File: config.mk
export PLATFORM = sky130hd
export DESIGN_NAME = regfile_shift_unit_flat
export DESIGN_NICKNAME = d
export VERILOG_FILES = /design/src/rtl/core_pkg.sv /design/src/rtl/regfile_shift_unit_if.sv /design/src/rtl/barrel_shifter64.sv /design/src/rtl/regfile_shift_unit.sv /design/src/flat_wrapper.sv
export SDC_FILE = /design/constraint.sdc
export NUM_CORES = 2
export LEC_CHECK = 0
export CAP_MARGIN = 20
export CORE_MARGIN = 5
export CORE_UTILIZATION = 40
export DETAILED_ROUTE_END_ITERATION = 8
export PLACE_DENSITY = 0.6
export SYNTH_ARGS = -nofsm -noshare
export SYNTH_HDL_FRONTEND = slang
export SYNTH_SLANG_ARGS = --single-unit
File: constraint.sdc
create_clock -name Clk -period 5.6 [get_ports Clk]
set_input_delay 0.84 -clock Clk [delete_from_list [all_inputs] [get_ports Clk]]
set_output_delay 0.84 -clock Clk [all_outputs]
set_load 0.01 [all_outputs]
File: src/rtl/core_pkg.sv
// Shared definitions for the 64-bit multicycle RISC-V datapath.
// Holds the data width, register count, register index width, shamt width
// and the shift operation encoding used by the immediate shifter.
package core_pkg;

    localparam int XLEN      = 64;
    localparam int NREGS     = 32;
    localparam int REG_IDX_W = $clog2(NREGS);
    localparam int SHAMT_W   = $clog2(XLEN);

    typedef enum logic [1:0] {
        SH_SLL  = 2'd0,
        SH_SRL  = 2'd1,
        SH_SRA  = 2'd2,
        SH_PASS = 2'd3
    } shift_op_t;

endpackage : core_pkg

File: src/rtl/regfile_shift_unit_if.sv
// Bundle of the register file / shifter datapath signals.
//   RegWrite, ReadReg1, ReadReg2, WriteReg, WriteData, Instr, Shift : control side -> unit
//   ReadData1, ReadData2, ShiftN, ShiftOut                           : unit -> control side
// master : the controller/datapath driving the unit (or a testbench)
// slave  : the regfile_shift_unit itself
interface regfile_shift_unit_if;
    import core_pkg::*;

    logic                 RegWrite;
    logic [REG_IDX_W-1:0] ReadReg1;
    logic [REG_IDX_W-1:0] ReadReg2;
    logic [REG_IDX_W-1:0] WriteReg;
    logic [XLEN-1:0]      WriteData;
    logic [31:0]          Instr;
    shift_op_t            Shift;
    logic [XLEN-1:0]      ReadData1;
    logic [XLEN-1:0]      ReadData2;
    logic [SHAMT_W-1:0]   ShiftN;
    logic [XLEN-1:0]      ShiftOut;

    modport master (
        output RegWrite, ReadReg1, ReadReg2, WriteReg, WriteData, Instr, Shift,
        input  ReadData1, ReadData2, ShiftN, ShiftOut
    );

    modport slave (
        input  RegWrite, ReadReg1, ReadReg2, WriteReg, WriteData, Instr, Shift,
        output ReadData1, ReadData2, ShiftN, ShiftOut
    );

endinterface : regfile_shift_unit_if

File: src/rtl/barrel_shifter64.sv
// Combinational 64-bit logarithmic barrel shifter for SLLI/SRLI/SRAI.
// Ports:
//   data   in  64  value to shift
//   amount in  6   shift distance 0..63
//   op     in  2   SH_SLL / SH_SRL / SH_SRA / SH_PASS
//   result out 64  shifted value
// Six stages; stage i shifts by 2**i when amount[i] is set, so any
// distance 0..63 is the composition of at most six fixed shifts.
module barrel_shifter64
    import core_pkg::*;
(
    input  logic [XLEN-1:0]    data,
    input  logic [SHAMT_W-1:0] amount,
    input  shift_op_t          op,
    output logic [XLEN-1:0]    result
);

    logic [XLEN-1:0] stage [SHAMT_W+1];

    always_comb begin
        for (int i = 0; i <= SHAMT_W; i++) begin
            stage[i] = '0;
        end
        stage[0] = data;
        for (int i = 0; i < SHAMT_W; i++) begin
            if (amount[i]) begin
                unique case (op)
                    SH_SLL:  stage[i+1] = stage[i] << (1 << i);
                    SH_SRL:  stage[i+1] = stage[i] >> (1 << i);
                    // Arithmetic stage replicates bit 63 into the vacated bits
                    SH_SRA:  stage[i+1] = $unsigned($signed(stage[i]) >>> (1 << i));
                    default: stage[i+1] = stage[i];
                endcase
            end else begin
                stage[i+1] = stage[i];
            end
        end
        result = (op == SH_PASS) ? data : stage[SHAMT_W];
    end

endmodule : barrel_shifter64

File: src/rtl/regfile_shift_unit.sv
// 32x64 integer register file plus immediate shifter for the multicycle core.
// Ports:
//   Clk    in  1   rising-edge clock
//   Reset  in  1   asynchronous active-low; clears x0..x31
//   bus    slave modport of regfile_shift_unit_if:
//            RegWrite/WriteReg/WriteData  synchronous write port (x0 writes dropped)
//            ReadReg1/ReadReg2            combinational read indices
//            Instr/Shift                  shamt source and shift op
//            ReadData1/ReadData2          read data (0 while in reset or for x0)
//            ShiftN                       Instr[25:20]
//            ShiftOut                     ReadData1 shifted by ShiftN
module regfile_shift_unit
    import core_pkg::*;
(
    input  logic                 Clk,
    input  logic                 Reset,
    regfile_shift_unit_if.slave  bus
);

    logic [XLEN-1:0]    regs [NREGS];
    logic [XLEN-1:0]    read_data1;
    logic [XLEN-1:0]    read_data2;
    logic [SHAMT_W-1:0] shamt;
    logic               unused_instr_bits;

    // Register array: async clear, single write port, x0 never written
    always_ff @(posedge Clk or negedge Reset) begin
        if (!Reset) begin
            for (int i = 0; i < NREGS; i++) begin
                regs[i] <= '0;
            end
        end else if (bus.RegWrite && (bus.WriteReg != '0)) begin
            regs[bus.WriteReg] <= bus.WriteData;
        end
    end

    // Reads are forced to zero during reset so the ports never expose
    // stale contents while the clear is still propagating.
    always_comb begin
        read_data1 = '0;
        read_data2 = '0;
        if (Reset && (bus.ReadReg1 != '0)) begin
            read_data1 = regs[bus.ReadReg1];
        end
        if (Reset && (bus.ReadReg2 != '0)) begin
            read_data2 = regs[bus.ReadReg2];
        end
    end

    // RV64 shamt is six bits; the funct6 bits above it select the op
    // elsewhere and are not used here.
    assign shamt             = bus.Instr[25:20];
    assign unused_instr_bits = ^{bus.Instr[31:26], bus.Instr[19:0]};

    barrel_shifter64 u_shifter (
        .data   (read_data1),
        .amount (shamt),
        .op     (bus.Shift),
        .result (bus.ShiftOut)
    );

    assign bus.ReadData1 = read_data1;
    assign bus.ReadData2 = read_data2;
    assign bus.ShiftN    = shamt;

endmodule : regfile_shift_unit

File: src/flat_wrapper.sv
// flat-port wrapper written by rule: the top's interface ports become plain ports
module regfile_shift_unit_flat import core_pkg::*;
  (Clk, Reset, bus_RegWrite, bus_ReadReg1, bus_ReadReg2, bus_WriteReg, bus_WriteData, bus_Instr, bus_Shift, bus_ReadData1, bus_ReadData2, bus_ShiftN, bus_ShiftOut);
  regfile_shift_unit_if bus_i ();
  input  logic Clk;
  input  logic Reset;
  input wire logic [$bits(bus_i.RegWrite)-1:0] bus_RegWrite;
  input wire logic [$bits(bus_i.ReadReg1)-1:0] bus_ReadReg1;
  input wire logic [$bits(bus_i.ReadReg2)-1:0] bus_ReadReg2;
  input wire logic [$bits(bus_i.WriteReg)-1:0] bus_WriteReg;
  input wire logic [$bits(bus_i.WriteData)-1:0] bus_WriteData;
  input wire logic [$bits(bus_i.Instr)-1:0] bus_Instr;
  input wire logic [$bits(bus_i.Shift)-1:0] bus_Shift;
  output wire logic [$bits(bus_i.ReadData1)-1:0] bus_ReadData1;
  output wire logic [$bits(bus_i.ReadData2)-1:0] bus_ReadData2;
  output wire logic [$bits(bus_i.ShiftN)-1:0] bus_ShiftN;
  output wire logic [$bits(bus_i.ShiftOut)-1:0] bus_ShiftOut;
  assign bus_i.RegWrite = bus_RegWrite;
  assign bus_i.ReadReg1 = bus_ReadReg1;
  assign bus_i.ReadReg2 = bus_ReadReg2;
  assign bus_i.WriteReg = bus_WriteReg;
  assign bus_i.WriteData = bus_WriteData;
  assign bus_i.Instr = bus_Instr;
  assign bus_i.Shift = bus_Shift;
  assign bus_ReadData1 = bus_i.ReadData1;
  assign bus_ReadData2 = bus_i.ReadData2;
  assign bus_ShiftN = bus_i.ShiftN;
  assign bus_ShiftOut = bus_i.ShiftOut;
  regfile_shift_unit u_core (.Clk(Clk), .Reset(Reset), .bus(bus_i));
endmodule
==> results_dict.tcl <==
set metrics [dict create \
    grt_max_degree 167 \
    worst_pin_slew_ns 1.21 \
    syn_nets 10600 \
    placed_area_um2 147000 \
    cp-end-kind "output pin" \
    reg2reg_slack_ns 4.68 \
    crit_fanout 6 \
    p_per_area_nw_per_um2 314 \
    clk_pin_slew_ns 0.06 \
    synth_area_um2 124000 \
    grt_remaining_overflow 0 \
    final_cell_area_um2 164000 \
    die_w_um 566 \
    crit_arrival_ns 5.56 \
    layout.cells.non_filler 16800 \
    peakVddDrop_uv 272 \
    area_delta_synth_final_pct 32.3 \
    yosys.area.top_type_share 0.414 \
    grt_use_total 0.380 \
    die_h_um 566 \
    rows 204 \
    holdWs_ns 0.0656 \
    synth_cell_types 120 \
    slew_headroom 0.191 \
    report.final.slew_viol_count 0 \
    fin_ws_ns -0.797 \
    dpl.cell_count 16000 \
    clock_tree.root_cell "clkbuf_16" \
    r2r-end "u_core.regs[946]$_DFFE_PN0P_" \
    antenna_found_initial 46 \
    drc 3 \
    ys_ff_latch 2048 \
    yosys.area.top_type "dfrtp_1" \
    largest-register "u_core.regs" \
    skew_ns 0 \
    drt_iter0_markers 13900 \
    clockBufferDepth 4 \
    leakage_nw 72.6 \
    setup_viol 64 \
    core_area_um2 309000 \
    synthCells 10500 \
    rsz0062_at_grt "true" \
    ant_nets 0 \
    grt_pass1_vias 112000 \
    via_per_inst 6.67 \
    avgSynthCellArea_um2 11.8 \
    finalCriticalPeriod_ns 6.40 \
    gp_congestion 1.05 \
    ioPinCount 314 \
    dpl.hpwl_mm 428 \
    synthArstFlopShare 1.00 \
    die_area_um2 321000 \
    mostFrequentLayoutCells "mux2_2 (2,149), buf_4 (2,085), dfrtp_1 (2,048)" \
    drt_wl_total_mm 636 \
    drtPass1Iterations 9 \
    min_period_over_period 1.14 \
    via_count 112000 \
    finalHoldViolCount 0 \
    nets 12500 \
    drive_gt1_frac 0.512 \
    numPortBuffers 287 \
    startpoint_type "input pin" \
    synthFlopType "dfrtp_1" \
    cts_sinks 2048 \
    numCtsBuffers 229 \
    final_common_cell "mux2_2" \
    grt_first_pass_wirelength_mm 882 \
    largest_reg_flops 2048 \
    avgRoutedWirePerCell_um 37.9 \
    outcome "finished with violations" \
    fmax_mhz 156 \
    postLayoutCoreUtil 0.531 \
    rr_startpoint "u_core.regs[946]$_DFFE_PN0P_" \
    drv_cap 0 \
    synth_edf_count 0 \
    cts_tree "built" \
    synth.yosys.seq_area_share 0.414 \
    synth.area.top_cells "dfrtp_1 (41%), mux2_2 (20%), mux4_2 (9.2%)" \
    clock_latency_ns 0.89 \
    h-tree-depth 4 \
    r2r_cells 2 \
    hp-class "input pin to async pin" \
    failed_checks "design-rule violations, negative setup slack" \
    critPathKind "input pin to output pin" \
    floorplan.initialDensity 0.401 \
    yosysWarnings 0 \
    reg.largest.list "u_core.regs (2048)" \
    critPathRequiredTime_ns 4.76 \
]
kinds of logic (layout without fill, tap and decap cells):
kind of cell             Yosys count  in the layout  share of synthesized area
other                              0             22                          0
XOR/XNOR                           1              1                  0.0000708
AND/OR/NAND/NOR                 1473           1473                     0.0556
buffers and inverters           1182           3298                     0.0431
flip-flops                      2048           2048                      0.414
adder cells (fa/ha/maj)            1              1                  0.0000808
multiplexers                    3630           3630                      0.367
AO/OA/AOI/OAI                   2167           2167                      0.121
critical path: stages:
cell	delay, ns
buf_16	0.16
buf_16	0.17
nor4_4	0.04
buf_4	0.14
buf_4	0.14
buf_6	0.13
nor2_4	0.16
buf_12	0.14
buf_12	0.14
buf_4	0.14
buf_4	0.15
a31oi_4	0.11
o22ai_4	0.39
a21oi_1	0.13
buf_4	0.18
or4_1	0.58
buf_4	0.18
a31oi_1	0.13
o31ai_1	0.09
a32o_2	0.30
o21ai_0	0.45
o21ai_0	0.26
nor2_4	0.19
buf_6	0.12
synth_stat cells (all sizes together) (26+ instances only):
library cell	instances
mux2	2164
dfrtp	2048
mux2i	960
clkbuf	836
a21oi	521
mux4	506
nor2	433
nand2	399
o21ai	318
a22oi	313
buf	305
nand3	232
o22ai	196
o221ai	168
nor3	156
o211ai	69
a211oi	65
nand4	64
a31oi	55
a221oi	51
o31ai	45
inv	38
a22o	27
a32oi	27
a21o	26
and2	26
routing by layer:
layer / track usage / wire length [µm]
met5: 0 / 246
met4: 0.237 / 48800
met3: 0.101 / 67900
met2: 0.558 / 270000
met1: 0.499 / 248000
power by group:
part / switching (mW) / internal, mW / total (mW) / leakage, nW
logic: 7.60 / 7.93 / 15.5 / 42.4
clock network: 6.63 / 9.53 / 16.2 / 3.93
registers: 2.20 / 17.6 / 19.8 / 26.3
worst max-delay path by stage:
stage                    startpoint                to  cells past startpoint
CTS                 bus_ReadReg1[2]  bus_ShiftOut[46]                     24
global placement    bus_ReadReg1[1]  bus_ShiftOut[46]                     23
floorplan           bus_ReadReg1[0]  bus_ShiftOut[12]                     16
global route        bus_ReadReg1[1]  bus_ShiftOut[46]                     24
detailed placement  bus_ReadReg1[1]  bus_ShiftOut[46]                     23
finish              bus_ReadReg1[0]  bus_ShiftOut[46]                     24
cell type report:
class | instances | area (µm²)
antenna | 22 | 55.1
clock buffer | 344 | 6840
clock inverter | 75 | 1170
fill | 26400 | 145000
inverter | 41 | 168
multi-input combinational | 7272 | 72200
sequential | 2048 | 51200
tap | 4120 | 5150
timing repair buffer | 2838 | 27000
metrics by stage:
stage | power, mW | setup TNS, ns | worst slack [ns]
after CTS | 50.7 | -26.98 | -0.609
final | 51.5 | -35.65 | -0.797
after detailed placement | 33.9 | -102.41 | -2.18
after floorplan | 27.1 | 0 | 0.323
after global routing | 53.1 | -37.85 | -0.753
after global placement | 33.4 | -102.02 | -2.09
timing repair:
| action | in CTS | in global routing |
|---|---|---|
| endpoints found under the hold margin | 11 | 0 |
| gates cloned | 14 | 3 |
| hold buffers | 2 | 0 |
| gates resized for setup | 1058 | 376 |
| pin swaps | 236 | 228 |
| setup buffers | 203 | 148 |
| endpoints found under the setup margin | 64 | 64 |
Power figures use the tool's default switching activity.
